**src/rtl/fb_sched_pkg.sv**
```systemverilog
// Shared constants, pixel type and slot encoding for the framebuffer scheduler.
package fb_sched_pkg;

    localparam int FB_W   = 200;
    localparam int FB_H   = 150;
    localparam int ADDR_W = 15;

    typedef struct packed {
        logic [3:0] r;
        logic [3:0] g;
        logic [3:0] b;
    } pixel_t;

    typedef enum logic {SLOT_READ, SLOT_WRITE} slot_t;

    // Framebuffer cell index of a screen pixel at 4x4 scaling, before truncation.
    function automatic logic [31:0] cell_index(input logic [9:0] v, input logic [10:0] h,
                                               input int fb_w);
        return 32'(v >> 2) * 32'(fb_w) + 32'(h >> 2);
    endfunction

endpackage

```
**src/rtl/fb_sched_if.sv**
```systemverilog
// Write-requester and RAM port bundle of the framebuffer scheduler.
interface fb_sched_if
    import fb_sched_pkg::*;
#(
    parameter int N_WR   = 2,
    parameter int ADDR_W = 15
) ();

    // Handshake: a requester raises wr_req with wr_addr/wr_data and holds all three
    // stable until wr_gnt; the beat transfers in the cycle wr_gnt is high (combinational
    // from wr_req), and in the next cycle the requester drops wr_req or shows its next beat.
    logic [N_WR-1:0]        wr_req;
    logic [N_WR*ADDR_W-1:0] wr_addr;
    logic [N_WR*12-1:0]     wr_data;
    logic [N_WR-1:0]        wr_gnt;

    logic                   mem_en;
    logic                   mem_we;
    logic [ADDR_W-1:0]      mem_addr;
    pixel_t                 mem_wdata;
    pixel_t                 mem_rdata;

    modport master (
        input  wr_req, wr_addr, wr_data, mem_rdata,
        output wr_gnt, mem_en, mem_we, mem_addr, mem_wdata
    );

    modport slave (
        output wr_req, wr_addr, wr_data, mem_rdata,
        input  wr_gnt, mem_en, mem_we, mem_addr, mem_wdata
    );

endinterface

```
**src/rtl/fb_scheduler_rr_arbiter.sv**
```systemverilog
// Round-robin arbiter: one-hot grant to the first request at or after the pointer.
module rr_arbiter #(
    parameter int N = 2
) (
    input  logic         clk,
    input  logic         arst_n,
    input  logic [N-1:0] req,
    input  logic         en,
    output logic [N-1:0] gnt,
    output logic         ptr_upd
);

    localparam int PTR_W = (N > 1) ? $clog2(N) : 1;

    logic [PTR_W-1:0] ptr;
    logic [PTR_W-1:0] ptr_nxt;
    logic             found;

    // Outer loop walks priority distance from the pointer, inner loop finds that requester.
    always_comb begin
        gnt     = '0;
        found   = 1'b0;
        ptr_nxt = ptr;
        for (int i = 0; i < N; i++) begin
            for (int j = 0; j < N; j++) begin
                if (en && !found && req[j] && (((int'(ptr) + i) % N) == j)) begin
                    gnt[j]  = 1'b1;
                    found   = 1'b1;
                    ptr_nxt = PTR_W'((j + 1) % N);
                end
            end
        end
    end

    assign ptr_upd = found;

    always_ff @(posedge clk or negedge arst_n) begin
        if (!arst_n) begin
            ptr <= '0;
        end else if (ptr_upd) begin
            ptr <= ptr_nxt;
        end
    end

endmodule

```
**src/rtl/fb_scheduler.sv**
```systemverilog
// Time-division framebuffer scheduler: scan-out READ slots plus round-robin write slots.
// Define FB_SCHED_TEAR_FREE_EN to confine writes to vertical blanking.
module fb_scheduler
    import fb_sched_pkg::*;
#(
    parameter int FB_W      = fb_sched_pkg::FB_W,
    parameter int FB_H      = fb_sched_pkg::FB_H,
    parameter int ADDR_W    = fb_sched_pkg::ADDR_W,
    parameter int N_WR      = 2,
    parameter int V_VISIBLE = 600
) (
    input  logic        clk,
    input  logic        arst_n,
    input  logic [10:0] monitor_h_coord,
    input  logic [9:0]  monitor_v_coord,
    input  logic        monitor_enable,
    fb_sched_if.master  bus,
    output logic [3:0]  monitor_r,
    output logic [3:0]  monitor_g,
    output logic [3:0]  monitor_b,
    output logic        wr_err
);

`ifdef FB_SCHED_TEAR_FREE_EN
    localparam bit TEAR_FREE = 1'b1;
`else
    localparam bit TEAR_FREE = 1'b0;
`endif

    slot_t             slot;
    logic              in_vblank;
    logic              wr_slot;
    logic              gnt_any;
    logic              oor;
    logic [ADDR_W-1:0] rd_addr;
    logic [ADDR_W-1:0] sel_addr;
    pixel_t            sel_data;
    logic              rd_d1;
    logic              en_d1;
    logic              en_d2;
    pixel_t            pix_hold;

    assign slot      = (monitor_enable && (monitor_h_coord[1:0] == 2'd0)) ? SLOT_READ : SLOT_WRITE;
    assign in_vblank = 32'(monitor_v_coord) >= 32'(V_VISIBLE);
    // Reset also gates grants so nothing is accepted while state is being cleared.
    assign wr_slot   = arst_n && (slot == SLOT_WRITE) && (!TEAR_FREE || in_vblank);
    assign rd_addr   = ADDR_W'(cell_index(monitor_v_coord, monitor_h_coord, FB_W));

    rr_arbiter #(.N(N_WR)) u_arb (
        .clk     (clk),
        .arst_n  (arst_n),
        .req     (bus.wr_req),
        .en      (wr_slot),
        .gnt     (bus.wr_gnt),
        .ptr_upd (gnt_any)
    );

    always_comb begin
        sel_addr = '0;
        sel_data = '0;
        for (int i = 0; i < N_WR; i++) begin
            if (bus.wr_gnt[i]) begin
                sel_addr = bus.wr_addr[i*ADDR_W +: ADDR_W];
                sel_data = bus.wr_data[i*12 +: 12];
            end
        end
    end

    assign oor = 32'(sel_addr) >= 32'(FB_W * FB_H);

    // An out-of-range beat is still granted (so the requester moves on) but never reaches RAM.
    always_comb begin
        bus.mem_en    = 1'b0;
        bus.mem_we    = 1'b0;
        bus.mem_addr  = '0;
        bus.mem_wdata = '0;
        if (arst_n && (slot == SLOT_READ)) begin
            bus.mem_en   = 1'b1;
            bus.mem_addr = rd_addr;
        end else if (gnt_any) begin
            bus.mem_en    = !oor;
            bus.mem_we    = !oor;
            bus.mem_addr  = sel_addr;
            bus.mem_wdata = sel_data;
        end
    end

    always_ff @(posedge clk or negedge arst_n) begin
        if (!arst_n) begin
            rd_d1    <= 1'b0;
            en_d1    <= 1'b0;
            en_d2    <= 1'b0;
            pix_hold <= '0;
            wr_err   <= 1'b0;
        end else begin
            rd_d1 <= (slot == SLOT_READ);
            en_d1 <= monitor_enable;
            en_d2 <= en_d1;
            if (rd_d1) begin
                pix_hold <= bus.mem_rdata;
            end
            if (gnt_any && oor) begin
                wr_err <= 1'b1;
            end
        end
    end

    assign monitor_r = en_d2 ? pix_hold.r : 4'h0;
    assign monitor_g = en_d2 ? pix_hold.g : 4'h0;
    assign monitor_b = en_d2 ? pix_hold.b : 4'h0;

endmodule

```
**src/flat_wrapper.sv**
```systemverilog
// flat-port wrapper written by rule: the top's interface ports become plain ports
module fb_scheduler_flat import fb_sched_pkg::*;
#(
    parameter int FB_W      = fb_sched_pkg::FB_W,
    parameter int FB_H      = fb_sched_pkg::FB_H,
    parameter int ADDR_W    = fb_sched_pkg::ADDR_W,
    parameter int N_WR      = 2,
    parameter int V_VISIBLE = 600
)
  (clk, arst_n, monitor_h_coord, monitor_v_coord, monitor_enable, monitor_r, monitor_g, monitor_b, wr_err, bus_wr_req, bus_wr_addr, bus_wr_data, bus_mem_rdata, bus_wr_gnt, bus_mem_en, bus_mem_we, bus_mem_addr, bus_mem_wdata);
  fb_sched_if #(.N_WR(N_WR), .ADDR_W(ADDR_W)) bus_i ();
  input  logic clk;
  input  logic arst_n;
  input  logic [10:0] monitor_h_coord;
  input  logic [9:0] monitor_v_coord;
  input  logic monitor_enable;
  output logic [3:0] monitor_r;
  output logic [3:0] monitor_g;
  output logic [3:0] monitor_b;
  output logic wr_err;
  input wire logic [$bits(bus_i.wr_req)-1:0] bus_wr_req;
  input wire logic [$bits(bus_i.wr_addr)-1:0] bus_wr_addr;
  input wire logic [$bits(bus_i.wr_data)-1:0] bus_wr_data;
  input wire logic [$bits(bus_i.mem_rdata)-1:0] bus_mem_rdata;
  output wire logic [$bits(bus_i.wr_gnt)-1:0] bus_wr_gnt;
  output wire logic [$bits(bus_i.mem_en)-1:0] bus_mem_en;
  output wire logic [$bits(bus_i.mem_we)-1:0] bus_mem_we;
  output wire logic [$bits(bus_i.mem_addr)-1:0] bus_mem_addr;
  output wire logic [$bits(bus_i.mem_wdata)-1:0] bus_mem_wdata;
  assign bus_i.wr_req = bus_wr_req;
  assign bus_i.wr_addr = bus_wr_addr;
  assign bus_i.wr_data = bus_wr_data;
  assign bus_i.mem_rdata = bus_mem_rdata;
  assign bus_wr_gnt = bus_i.wr_gnt;
  assign bus_mem_en = bus_i.mem_en;
  assign bus_mem_we = bus_i.mem_we;
  assign bus_mem_addr = bus_i.mem_addr;
  assign bus_mem_wdata = bus_i.mem_wdata;
  fb_scheduler #(.FB_W(FB_W), .FB_H(FB_H), .ADDR_W(ADDR_W), .N_WR(N_WR), .V_VISIBLE(V_VISIBLE)) u_core (.clk(clk), .arst_n(arst_n), .monitor_h_coord(monitor_h_coord), .monitor_v_coord(monitor_v_coord), .monitor_enable(monitor_enable), .bus(bus_i), .monitor_r(monitor_r), .monitor_g(monitor_g), .monitor_b(monitor_b), .wr_err(wr_err));
endmodule
```
**config.mk**
```make
export PLATFORM = sky130hd
export DESIGN_NAME = fb_scheduler_flat
export DESIGN_NICKNAME = d
export VERILOG_FILES = /design/src/rtl/fb_sched_pkg.sv /design/src/rtl/fb_sched_if.sv /design/src/rtl/fb_scheduler_rr_arbiter.sv /design/src/rtl/fb_scheduler.sv /design/src/flat_wrapper.sv
export SDC_FILE = /design/constraint.sdc
export NUM_CORES = 1
export LEC_CHECK = 0
export CORE_MARGIN = 4
export CORE_UTILIZATION = 34
export DETAILED_ROUTE_END_ITERATION = 12
export PLACE_DENSITY = 0.78
export SLEW_MARGIN = 15
export SYNTH_ARGS = -nofsm -noshare
export SYNTH_HDL_FRONTEND = slang
export SYNTH_SLANG_ARGS = --single-unit
```
**constraint.sdc**
```tcl
create_clock -name clk -period 4.49 [get_ports clk]
set_input_delay 0.898 -clock clk [delete_from_list [all_inputs] [get_ports clk]]
set_output_delay 0.898 -clock clk [all_outputs]
set_load 0.02 [all_outputs]
```
==> impl_metrics.prom, run 1 <==
# TYPE chip_impl_metric gauge
chip_impl_metric{name="vias",unit=""} 2594
chip_impl_info{name="outcome",value="finished with violations"} 1
chip_impl_info{name="cp_common_cell",value="ha_4"} 1
chip_impl_metric{name="flow.area_growth_from_synthesis",unit="%"} 100.9
chip_impl_info{name="postSynth.topFlopCell",value="dfrtp_1"} 1
chip_impl_metric{name="power.share.clock",unit=""} 0.090
chip_impl_metric{name="maxCapViolCount",unit=""} 0
chip_impl_metric{name="post-route-min-period",unit="ns"} 4.777
chip_impl_metric{name="synth.ff_latch_count",unit=""} 17
chip_impl_metric{name="comb_power_share",unit=""} 0.754
chip_impl_info{name="failed_checks",value="negative setup slack"} 1
chip_impl_info{name="class_of_the_most_critical_hold_timing_path",value="reg -> reg"} 1
chip_impl_metric{name="layout.filler_cells",unit=""} 475
chip_impl_metric{name="synth-warning-count",unit=""} 0
chip_impl_metric{name="nets",unit=""} 558
chip_impl_metric{name="maxSlewHeadroom",unit=""} 0.5824
chip_impl_metric{name="syn_avg_cell_area",unit="sq um"} 8.739
chip_impl_metric{name="fp-row-count",unit=""} 29
chip_impl_metric{name="postSynthCellCount",unit=""} 252
chip_impl_metric{name="antenna_found_initial",unit=""} 0
chip_impl_metric{name="boundary_pin_count",unit=""} 136
chip_impl_metric{name="post_synth_edffs",unit=""} 0
chip_impl_info{name="path_class",value="in -> out"} 1
chip_impl_metric{name="proportion_of_total_power_due_to_net_switching",unit=""} 0.3926
chip_impl_metric{name="routed_wl",unit="um"} 8406
chip_impl_metric{name="power.density_cell_area",unit="nW/um^2"} 279.9
chip_impl_metric{name="fp.coreArea",unit="sq um"} 6314
chip_impl_metric{name="yosys.cell_types.count",unit=""} 50
chip_impl_metric{name="hpwl",unit="um"} 6359
chip_impl_info{name="critPathLaunchType",value="input pin"} 1
chip_impl_metric{name="cts-root-to-sink-buffers",unit=""} 2
chip_impl_metric{name="p_int",unit="uW"} 752.0
chip_impl_info{name="rsz_0062_raised_after_global_routing",value="true"} 1
chip_impl_metric{name="grt_first_pass_wirelength",unit="um"} 12630
chip_impl_metric{name="die-height",unit="um"} 88.48
chip_impl_metric{name="worst-slew-pin-transition",unit="ns"} 0.6264
chip_impl_metric{name="die_area",unit="sq um"} 7829
chip_impl_metric{name="p_seq_frac",unit=""} 0.156
chip_impl_info{name="root_buffer",value="clkbuf_8"} 1
chip_impl_metric{name="detail-route-antenna-nets",unit=""} 0
chip_impl_info{name="worst_setup_path_end_kind",value="primary output"} 1
chip_impl_metric{name="wire_per_inst",unit="um"} 16.61
chip_impl_metric{name="drc",unit=""} 0
chip_impl_metric{name="final_max_slew_viol_count",unit=""} 0
chip_impl_metric{name="critPathArrivalTime",unit="ns"} 3.88
chip_impl_metric{name="synthArstFlopShare",unit=""} 1.000
chip_impl_info{name="cts_tree",value="done"} 1
chip_impl_metric{name="viasPerCell",unit=""} 5.126
chip_impl_metric{name="place.port_buffers",unit=""} 133
chip_impl_metric{name="num_antenna_cells",unit=""} 0
chip_impl_metric{name="ir_worst_vdd",unit="mV"} 0.1842
chip_impl_metric{name="initial_utilization",unit=""} 0.3488
chip_impl_metric{name="numCtsBuffers",unit=""} 3
chip_impl_info{name="critical-path-top-delay-family",value="adder cells"} 1
chip_impl_metric{name="clkSlewWorstSetupHoldPaths",unit="ns"} 0.06
chip_impl_metric{name="critPathBufInv",unit=""} 5
chip_impl_metric{name="clkLatencyLatePin",unit="ns"} 0.25
chip_impl_metric{name="net-switching-power",unit="uW"} 486.0
chip_impl_metric{name="synth-seq-area-share",unit=""} 0.1932
chip_impl_metric{name="maxClockFrequency",unit="MHz"} 209.3
chip_impl_metric{name="synthesis.area",unit="sq um"} 2202
chip_impl_metric{name="clkSinkCount",unit=""} 17
chip_impl_metric{name="total_leakage_power",unit="uW"} 0.001919
chip_impl_metric{name="worst_slack",unit="ns"} -0.2873
chip_impl_metric{name="die_width",unit="um"} 88.48
chip_impl_metric{name="layout-drive-gt1-share",unit=""} 0.3077
chip_impl_metric{name="hold_violations_final",unit=""} 0
chip_impl_metric{name="first_global_vias",unit=""} 2742
chip_impl_metric{name="grt_overflow",unit=""} 0
chip_impl_metric{name="worst-endpoint-required",unit="ns"} 3.59
chip_impl_metric{name="critPathMaxFanout",unit=""} 3
chip_impl_metric{name="drt-initial-drc-count",unit=""} 125
chip_impl_info{name="crit_slowest_cell",value="fa_1"} 1
chip_impl_metric{name="maximum_number_of_pins_on_one_net_before_global_route_repair",unit=""} 19
chip_impl_metric{name="final_core_utilization",unit=""} 0.7006
chip_impl_metric{name="htreeDepth",unit=""} 1
chip_impl_metric{name="detailed_router_iteration_count_before_antenna_repair",unit=""} 5
chip_impl_info{name="timing.critical_path.cells",value="buf_8 -> ha_4 -> ha_4 -> inv_2 -> fa_1 -> inv_2 -> ha_4 -> a211oi_4 -> buf_4 -> o21ai_0 -> nand3b_1 -> or2b_4 -> a21oi_4 -> xnor3_1 -> a21oi_4 -> buf_6"} 1
chip_impl_metric{name="postSynthNetCount",unit=""} 380
chip_impl_metric{name="setup_tns",unit="ns"} -0.5902
chip_impl_metric{name="grt_usage",unit=""} 0.2016
chip_impl_metric{name="cpPeakStageDelay",unit="ns"} 0.48
chip_impl_metric{name="final.setup_skew",unit="ns"} 0.001406
chip_impl_metric{name="placement.setup.worst_slack",unit="ns"} -1.313
chip_impl_metric{name="layout_worst_path_cycle_share",unit=""} 1.064
chip_impl_metric{name="place_congestion",unit=""} 0.8699
chip_impl_metric{name="setup_violations",unit=""} 3
sequential cells by signal, indices dropped and copies added (netlist names):
name / cells
u_core.rd_d1: 1
u_core.u_arb.ptr: 1
u_core.wr_err: 1
u_core.pix_hold: 12
u_core.en_d1: 1
u_core.en_d2: 1
logic make-up after synthesis:
| family | share of synthesized area |
|---|---|
| AND/OR/NAND/NOR | 0.1716 |
| multiplexers | 0.06136 |
| AO/OA/AOI/OAI | 0.2239 |
| buffers and inverters | 0.07386 |
| adder cells (fa/ha/maj) | 0.2182 |
| XOR/XNOR | 0.05795 |
| flip-flops | 0.1932 |
power groups by stage:
stage | Clock [uW] | Combinational (uW) | Sequential [uW]
2_1_floorplan | 0 | 390 | 193
3_3_place_gp | 0 | 711 | 194
3_5_place_dp | 0 | 730 | 195
4_1_cts | 115 | 863 | 193
5_1_grt | 122 | 1000 | 197
6_report | 111 | 934 | 193
layout by cell type, fill, tap and decap left out, types with 4 or more instances in the layout:
cell	n
o21ai_0	6
clkdlybuf4s50_1	118
dfrtp_1	17
nor2_1	7
inv_1	22
inv_2	5
ha_1	14
a32oi_1	4
xor2_1	4
a21oi_4	4
a22oi_1	6
o22ai_1	4
nand2_1	15
and3_1	5
buf_4	53
xnor2_1	5
a22o_1	13
a222oi_1	4
buf_6	6
ha_4	18
mux2_2	12
fa_1	4
and2_1	15
routing by layer:
layer	vias to the layer above	GRT usage	wire [um]
li1	1266	-	-
met1	1214	0.2475	3426
met2	100	0.3644	4190
met3	14	0.03724	618
met4	0	0.04670	171
met5	-	0	0
through the flow:
| stage | area [sq um] | total power, uW | std cells | hold slack [ns] |
|---|---|---|---|---|
| CTS | 4323 | 1171 | 505 | 0.3616 |
| global placement | 3989 | 905.3 | 495 | 0.3337 |
| floorplan | 2285 | 583.1 | 252 | 0.3312 |
| finish | 4423 | 1238 | 506 | 0.3572 |
| detailed placement | 3989 | 925.7 | 495 | 0.3462 |
| global route | 4423 | 1320 | 506 | 0.3656 |
final cells by class:
type,count,area [sq um],share of cell area
multi-input cells,196,2032,0.4594
repair buffers,185,1723,0.3895
flip-flops and latches,17,425.4,0.09618
inverters,27,101.3,0.02291
well taps,77,96.34,0.02178
clock buffers,4,45.04,0.01018
synth_stat cells (5+ instances only):
cell / n / share of area
inv_1: 27 / 0.046
xnor2_1: 6 / 0.024
and2_1: 14 / 0.040
mux2_2: 12 / 0.061
a211oi_1: 5 / 0.017
nand2_1: 17 / 0.029
a22o_1: 13 / 0.052
o21ai_0: 9 / 0.020
ha_1: 32 / 0.18
and3_1: 5 / 0.014
clkbuf_1: 5 / 0.0085
nor2_1: 11 / 0.019
xor2_1: 6 / 0.024
a22oi_1: 6 / 0.020
a21oi_1: 9 / 0.020
dfrtp_1: 17 / 0.19
what timing repair did:
action	CTS	global route
buffers inserted	8	3
setup endpoints to repair	8	9
gates resized for setup	102	26
hold buffers	0	0
gates cloned	0	0
pin swaps	24	22
final timing paths:
kind / start / end / slack [ns] / cells past startpoint
worst max-delay path: monitor_v_coord[5] / bus_mem_addr[14] / -0.29 / 16
worst min-delay path: u_core.en_d1 / u_core.en_d2 / 0.36 / 0
worst max register to register: u_core.u_arb.ptr / u_core.wr_err / 2.67 / 8
worst min register to register: u_core.en_d1 / u_core.en_d2 / 0.36 / 0
max in group asynchronous: arst_n / u_core.pix_hold[9] / 3.21 / 2
min in group asynchronous: arst_n / u_core.en_d1 / 1.10 / 2
(Power assumes the default switching activity.)
==> inputs of run 2 (changes only) <==
--- a/config.mk
+++ b/config.mk
@@ -5,9 +5,10 @@
 export SDC_FILE = /design/constraint.sdc
 export NUM_CORES = 1
 export LEC_CHECK = 0
-export CORE_MARGIN = 4
+export CORE_ASPECT_RATIO = 1.2
 export CORE_UTILIZATION = 34
 export DETAILED_ROUTE_END_ITERATION = 12
+export GPL_TIMING_DRIVEN = 1
 export PLACE_DENSITY = 0.78
 export SLEW_MARGIN = 15
 export SYNTH_ARGS = -nofsm -noshare
==> run 2 against run 1 <==
Effect of this change:
- the flow still finishes with violations (negative setup slack)
- largest power group unchanged
- global-route usage increased by 2.1 points
- critical path depth unchanged
- core utilization decreased by 1.2 points
==> impl_metrics.prom, run 2 (synthesis results as in run 1) <==
# TYPE chip_impl_metric gauge
chip_impl_metric{name="p_seq_frac",unit=""} 0.166
chip_impl_metric{name="grt_usage",unit=""} 0.2224
chip_impl_metric{name="proportion_of_total_power_due_to_net_switching",unit=""} 0.3899
chip_impl_metric{name="drt-initial-drc-count",unit=""} 107
chip_impl_metric{name="hold_violations_final",unit=""} 0
chip_impl_info{name="failed_checks",value="negative setup slack"} 1
chip_impl_metric{name="maxCapViolCount",unit=""} 0
chip_impl_metric{name="final_max_slew_viol_count",unit=""} 0
chip_impl_metric{name="comb_power_share",unit=""} 0.740
chip_impl_metric{name="fp.coreArea",unit="sq um"} 6128
chip_impl_metric{name="vias",unit=""} 2566
chip_impl_info{name="registers.top_by_ff_count",value="u_core.pix_hold"} 1
chip_impl_metric{name="num_antenna_cells",unit=""} 0
chip_impl_metric{name="layout-drive-gt1-share",unit=""} 0.2714
chip_impl_metric{name="stdcell_count",unit=""} 502
chip_impl_metric{name="routed_wl",unit="um"} 8059
chip_impl_metric{name="final.setup_skew",unit="ns"} 0.003232
chip_impl_metric{name="p_int",unit="uW"} 711.4
chip_impl_metric{name="layout.cell_area.non_filler",unit="sq um"} 4220
chip_impl_info{name="class_of_the_most_critical_hold_timing_path",value="reg -> reg"} 1
chip_impl_metric{name="die-height",unit="um"} 90.16
chip_impl_info{name="cts_tree",value="done"} 1
chip_impl_metric{name="antenna_found_initial",unit=""} 0
chip_impl_metric{name="flow.area_growth_from_synthesis",unit="%"} 91.65
chip_impl_info{name="outcome",value="finished with violations"} 1
chip_impl_metric{name="viasPerCell",unit=""} 5.112
chip_impl_metric{name="fp-row-count",unit=""} 31
chip_impl_metric{name="clkSinkCount",unit=""} 17
chip_impl_metric{name="die_area",unit="sq um"} 6804
chip_impl_metric{name="maxClockFrequency",unit="MHz"} 206.4
chip_impl_info{name="mostFrequentLayoutCells",value="clkdlybuf4s50_1, buf_4, inv_1, dfrtp_1, ha_1"} 1
chip_impl_metric{name="numPlacedInstances",unit=""} 493
chip_impl_metric{name="place_congestion",unit=""} 0.9004
chip_impl_metric{name="initial_utilization",unit=""} 0.3593
chip_impl_metric{name="cts-hold-fix-buffers",unit=""} 0
chip_impl_metric{name="place.port_buffers",unit=""} 133
chip_impl_metric{name="critPathArrivalTime",unit="ns"} 3.95
chip_impl_metric{name="worst-endpoint-required",unit="ns"} 3.59
chip_impl_metric{name="net-switching-power",unit="uW"} 454.7
chip_impl_metric{name="grt_overflow",unit=""} 0
chip_impl_metric{name="critPathMaxFanout",unit=""} 3
chip_impl_metric{name="drc",unit=""} 0
chip_impl_metric{name="detailed_router_iteration_count_before_antenna_repair",unit=""} 5
chip_impl_info{name="worst_setup_path_end_kind",value="primary output"} 1
chip_impl_metric{name="nets",unit=""} 549
chip_impl_metric{name="largest_register_ffs",unit=""} 12
chip_impl_metric{name="clkLatencyLatePin",unit="ns"} 0.25
chip_impl_metric{name="htreeDepth",unit=""} 1
chip_impl_metric{name="maximum_number_of_pins_on_one_net_before_global_route_repair",unit=""} 18
chip_impl_info{name="rsz_0062_raised_after_global_routing",value="true"} 1
chip_impl_metric{name="hpwl",unit="um"} 6291
chip_impl_metric{name="setup_violations",unit=""} 5
chip_impl_info{name="root_buffer",value="clkbuf_8"} 1
chip_impl_metric{name="numCtsBuffers",unit=""} 3
chip_impl_metric{name="cts-root-to-sink-buffers",unit=""} 2
chip_impl_metric{name="total_leakage_power",unit="uW"} 0.001853
chip_impl_metric{name="power.density_cell_area",unit="nW/um^2"} 276.3
chip_impl_metric{name="clkSlewWorstSetupHoldPaths",unit="ns"} 0.06
chip_impl_metric{name="first_global_vias",unit=""} 2650
chip_impl_metric{name="post-route-min-period",unit="ns"} 4.844
chip_impl_info{name="most_common_cell_after_layout_fill_and_taps_aside",value="clkdlybuf4s50_1"} 1
chip_impl_metric{name="layout_worst_path_cycle_share",unit=""} 1.079
chip_impl_metric{name="detail-route-antenna-nets",unit=""} 0
chip_impl_metric{name="grt_first_pass_wirelength",unit="um"} 11810
chip_impl_metric{name="ir_worst_vdd",unit="mV"} 0.1918
chip_impl_metric{name="maxSlewHeadroom",unit=""} 0.5676
chip_impl_metric{name="placement.cell_area",unit="sq um"} 3943
chip_impl_info{name="critPathLaunchType",value="input pin"} 1
chip_impl_metric{name="worst_slack",unit="ns"} -0.3542
chip_impl_info{name="path_class",value="in -> out"} 1
chip_impl_metric{name="worst-slew-pin-transition",unit="ns"} 0.6487
chip_impl_metric{name="power.share.clock",unit=""} 0.094
chip_impl_metric{name="die_width",unit="um"} 75.47
chip_impl_metric{name="wire_per_inst",unit="um"} 16.05
chip_impl_metric{name="final_core_utilization",unit=""} 0.6886
chip_impl_metric{name="boundary_pin_count",unit=""} 136
## run 2: cell count changes in the layout (fill, tap and decap cells not counted), sizes merged
cell,change
clkdlybuf4s15,-1
clkinv,+1
buf,-9
## run 2: layer usage
layer / track usage / up-vias / wire length (um)
met5: 0 / - / 0
li1: - / 1254 / -
met2: 0.4226 / 91 / 4333
met3: 0.04036 / 15 / 530
met1: 0.2345 / 1206 / 3038
met4: 0.07099 / 0 / 157
## run 2: path summary, 6_finish.rpt
path / from / to / slack, ns / depth (start not counted)
hold / removal: u_core.en_d1 / u_core.en_d2 / 0.36 / 0
setup reg to reg: u_core.u_arb.ptr / u_core.wr_err / 2.65 / 8
max in group asynchronous: arst_n / u_core.pix_hold[6] / 3.06 / 2
min in group asynchronous: arst_n / u_core.u_arb.ptr / 0.91 / 1
setup / recovery: monitor_v_coord[5] / bus_mem_addr[14] / -0.35 / 16
hold reg to reg: u_core.en_d1 / u_core.en_d2 / 0.36 / 0
## run 2: cell type report
type	instances	area (sq um)
sequential	17	425.4
inverter	27	101.3
fill	497	1908
tap	82	102.6
clock inverter	1	5.005
multi-input combinational	196	1906
clock buffer	3	41.29
timing repair buffer	176	1639
## run 2: through the flow
step	hold WS [ns]	TNS (ns)	power, uW	setup WS (ns)
after floorplan	0.3312	-0.02510	583.1	-0.02510
after global placement	0.3346	-7.259	895.9	-1.203
after detailed placement	0.3465	-7.748	915.8	-1.225
after CTS	0.3607	-0.7114	1091	-0.3026
after global routing	0.3619	-1.612	1243	-0.4670
final	0.3562	-1.111	1166	-0.3542
## run 2: worst max-delay path, stage by stage
cell      delay [ns]
buf_8           0.11
ha_4            0.23
ha_4            0.25
inv_2           0.03
fa_1            0.46
inv_2           0.08
ha_4            0.16
a211oi_2        0.05
buf_4           0.14
or4b_4          0.54
nand3_4         0.12
nand4_4         0.10
nor3b_2         0.21
xnor3_1         0.28
a21oi_4         0.16
buf_6           0.13
## run 2: repair_timing
| item | 4_1_cts | 5_1_grt |
|---|---|---|
| setup endpoints to repair | 8 | 7 |
| buffers inserted | 3 | 2 |
| pin swaps | 20 | 5 |
| resized for setup | 86 | 18 |
## run 2: power by group through the flow
stage / Clock (uW) / Combinational, uW / Sequential [uW]
6_report: 109 / 863 / 193
4_1_cts: 114 / 784 / 193
3_5_place_dp: 0 / 720 / 196
2_1_floorplan: 0 / 390 / 193
3_3_place_gp: 0 / 702 / 194
5_1_grt: 122 / 925 / 196
==> inputs of run 3 (changes only) <==
--- a/config.mk
+++ b/config.mk
@@ -6,10 +6,10 @@
 export NUM_CORES = 1
 export LEC_CHECK = 0
 export CORE_ASPECT_RATIO = 1.2
-export CORE_UTILIZATION = 34
+export CORE_UTILIZATION = 35
 export DETAILED_ROUTE_END_ITERATION = 12
 export GPL_TIMING_DRIVEN = 1
-export PLACE_DENSITY = 0.78
+export PLACE_DENSITY = 0.77
 export SLEW_MARGIN = 15
 export SYNTH_ARGS = -nofsm -noshare
 export SYNTH_HDL_FRONTEND = slang
==> constraint.sdc (replaced) <==
create_clock -name clk -period 6.1 [get_ports clk]
set_input_delay 1.22 -clock clk [delete_from_list [all_inputs] [get_ports clk]]
set_output_delay 1.22 -clock clk [all_outputs]
set_load 0.02 [all_outputs]
==> run 3 against run 2 <==
Effect of this change:
- the run now ends clean
- core utilization decreased by 5.3 points
- hold slack improved by 0.0069 ns
- sequential cell count unchanged
- worst setup slack improved by 0.41 ns
- design area decreased by 8.9%
- largest cell class unchanged
- die area decreased by 2.8%
- highest routed layer unchanged
- critical path depth unchanged
- sequential share of layout area increased by 0.98 points
- non-clock buffer count decreased by 15
- total power decreased by 38%
==> impl_metrics.prom, run 3 (synthesis results as in run 1) <==
# TYPE chip_impl_metric gauge
chip_impl_info{name="critical-path-top-delay-family",value="adder cells"} 1
chip_impl_info{name="rsz_0062_raised_after_global_routing",value="true"} 1
chip_impl_metric{name="maxSlewHeadroom",unit=""} 0.5979
chip_impl_metric{name="p_int",unit="uW"} 452.2
chip_impl_metric{name="drt-initial-drc-count",unit=""} 74
chip_impl_metric{name="clkLatencyLatePin",unit="ns"} 0.25
chip_impl_metric{name="drc",unit=""} 0
chip_impl_metric{name="place.port_buffers",unit=""} 133
chip_impl_metric{name="cts-root-to-sink-buffers",unit=""} 2
chip_impl_metric{name="clkSinkCount",unit=""} 17
chip_impl_metric{name="setup_violations",unit=""} 0
chip_impl_metric{name="detail-route-antenna-nets",unit=""} 0
chip_impl_metric{name="grt_usage",unit=""} 0.2006
chip_impl_metric{name="power.density_cell_area",unit="nW/um^2"} 187.3
chip_impl_info{name="cp_common_cell",value="ha_1"} 1
chip_impl_metric{name="p_seq_frac",unit=""} 0.197
chip_impl_metric{name="placement.cell_area",unit="sq um"} 3785
chip_impl_metric{name="proportion_of_total_power_due_to_net_switching",unit=""} 0.3721
chip_impl_info{name="crit_slowest_cell",value="clkdlybuf4s50_1"} 1
chip_impl_info{name="critPathLaunchType",value="input pin"} 1
chip_impl_metric{name="fp.coreArea",unit="sq um"} 6051
chip_impl_info{name="mostFrequentLayoutCells",value="clkdlybuf4s50_1, ha_1, buf_4, inv_1"} 1
chip_impl_metric{name="flow.area_growth_from_synthesis",unit="%"} 74.60
chip_impl_metric{name="ir_worst_vdd",unit="mV"} 0.09790
chip_impl_metric{name="postCtsSetupBuffers",unit=""} 0
chip_impl_metric{name="initial_utilization",unit=""} 0.3639
chip_impl_metric{name="detailed_router_iteration_count_before_antenna_repair",unit=""} 5
chip_impl_metric{name="net-switching-power",unit="uW"} 268.0
chip_impl_metric{name="vias",unit=""} 2415
chip_impl_metric{name="comb_power_share",unit=""} 0.690
chip_impl_metric{name="die-height",unit="um"} 88.89
chip_impl_metric{name="layout.cell_area.non_filler",unit="sq um"} 3845
chip_impl_metric{name="hpwl",unit="um"} 5841
chip_impl_metric{name="final_max_slew_viol_count",unit=""} 0
chip_impl_info{name="registers.top_by_ff_count",value="u_core.pix_hold"} 1
chip_impl_metric{name="nets",unit=""} 534
chip_impl_metric{name="num_antenna_cells",unit=""} 0
chip_impl_info{name="cts_tree",value="done"} 1
chip_impl_metric{name="die_width",unit="um"} 74.41
chip_impl_metric{name="first_global_vias",unit=""} 2260
chip_impl_metric{name="worst-slew-pin-transition",unit="ns"} 0.6032
chip_impl_metric{name="layout_worst_path_cycle_share",unit=""} 0.9908
chip_impl_metric{name="wire_per_inst",unit="um"} 13.83
chip_impl_metric{name="power.share.clock",unit=""} 0.112
chip_impl_metric{name="final.setup_skew",unit="ns"} 0.001702
chip_impl_metric{name="hold_violations_final",unit=""} 0
chip_impl_info{name="worst_setup_path_end_kind",value="primary output"} 1
chip_impl_metric{name="maxCapViolCount",unit=""} 0
chip_impl_metric{name="critPathMaxFanout",unit=""} 3
chip_impl_metric{name="critPathBufInv",unit=""} 5
chip_impl_metric{name="maximum_number_of_pins_on_one_net_before_global_route_repair",unit=""} 18
chip_impl_metric{name="total_leakage_power",unit="uW"} 0.001803
chip_impl_metric{name="cpPeakStageDelay",unit="ns"} 0.53
chip_impl_metric{name="htreeDepth",unit=""} 1
chip_impl_metric{name="place_congestion",unit=""} 0.8029
chip_impl_metric{name="numCtsBuffers",unit=""} 3
chip_impl_info{name="timing.critical_path.cells",value="clkdlybuf4s50_1 -> ha_1 -> ha_1 -> inv_1 -> fa_1 -> inv_1 -> ha_1 -> o21ai_2 -> buf_4 -> o21ai_0 -> nand3b_1 -> or2b_2 -> a21oi_1 -> xnor3_1 -> a21oi_2 -> buf_4"} 1
chip_impl_metric{name="critPathArrivalTime",unit="ns"} 4.82
chip_impl_metric{name="boundary_pin_count",unit=""} 136
chip_impl_metric{name="maxClockFrequency",unit="MHz"} 165.5
chip_impl_info{name="outcome",value="finished clean"} 1
chip_impl_info{name="root_buffer",value="clkbuf_8"} 1
chip_impl_metric{name="fp-row-count",unit=""} 31
chip_impl_metric{name="die_area",unit="sq um"} 6614
chip_impl_metric{name="post-layout-total-power",unit="uW"} 720.1
chip_impl_metric{name="grt_overflow",unit=""} 0
chip_impl_metric{name="worst-endpoint-required",unit="ns"} 4.88
chip_impl_info{name="most_common_cell_after_layout_fill_and_taps_aside",value="clkdlybuf4s50_1"} 1
chip_impl_metric{name="routed_wl",unit="um"} 6733
chip_impl_info{name="path_class",value="in -> out"} 1
chip_impl_metric{name="placement.setup.worst_slack",unit="ns"} -0.5854
chip_impl_metric{name="largest_register_ffs",unit=""} 12
chip_impl_metric{name="clkSlewWorstSetupHoldPaths",unit="ns"} 0.06
chip_impl_metric{name="antenna_found_initial",unit=""} 0
chip_impl_metric{name="viasPerCell",unit=""} 4.959
chip_impl_info{name="class_of_the_most_critical_hold_timing_path",value="reg -> reg"} 1
chip_impl_metric{name="post-route-min-period",unit="ns"} 6.044
chip_impl_metric{name="worst_slack",unit="ns"} 0.05598
chip_impl_metric{name="layout-drive-gt1-share",unit=""} 0.1383
chip_impl_metric{name="grt_first_pass_wirelength",unit="um"} 10320
chip_impl_metric{name="final.hold.worst_slack",unit="ns"} 0.3630
-- run 3: final timing paths --
path / slack, ns / startpoint / depth (start not counted) / to
max: 0.06 / monitor_v_coord[5] / 16 / bus_mem_addr[14]
min: 0.36 / u_core.en_d1 / 0 / u_core.en_d2
max reg2reg: 4.15 / u_core.u_arb.ptr / 7 / u_core.wr_err
min reg2reg: 0.36 / u_core.en_d1 / 0 / u_core.en_d2
max in group asynchronous: 4.15 / arst_n / 2 / u_core.pix_hold[4]
min in group asynchronous: 1.34 / arst_n / 1 / u_core.pix_hold[3]
-- run 3: routing by layer --
layer,global-route usage,share of wire,vias up
li1,-,-,1224
met2,0.3677,0.53,74
met5,0,0,-
met3,0.03946,0.063,7
met1,0.2382,0.40,1110
met4,0.04631,0.0095,0
-- run 3: layout make-up --
cell class / count / area (sq um)
repair buffers: 161 / 1535
fillers: 551 / 2206
clock buffers: 3 / 41.29
clock inverters: 1 / 5.005
well taps: 82 / 102.6
flip-flops and latches: 17 / 425.4
multi-input cells: 196 / 1634
inverters: 27 / 101.3
-- run 3: worst reg2reg max path, delay by kind of cell, from the launching register on --
family           cells  cell delay, ns
AND/OR/NAND/NOR      2            0.22
AO/OA/AOI/OAI        5            1.27
flip-flops           1            0.40
-- run 3: metrics by stage --
stage,utilization,cells,setup TNS (ns)
2_1_floorplan,-,252,0
3_3_place_gp,0.6255,483,-0.8277
3_5_place_dp,0.6255,483,-1.167
4_1_cts,0.6330,487,-0.007526
5_1_grt,0.6354,487,-0.1286
6_report,0.6354,487,0
-- run 3: power groups by stage --
| stage | logic, uW | registers, uW | clock network, uW |
|---|---|---|---|
| finish | 497 | 142 | 80.7 |
| global route | 548 | 145 | 90.7 |
| CTS | 496 | 142 | 84.7 |
| detailed placement | 493 | 144 | 0 |
| global placement | 483 | 143 | 0 |
| floorplan | 269 | 142 | 0 |
-- run 3: what timing repair did --
item,in CTS,in global routing
pin swaps,1,3
setup endpoints to repair,5,7
resized for setup,9,10
hold buffers,0,0
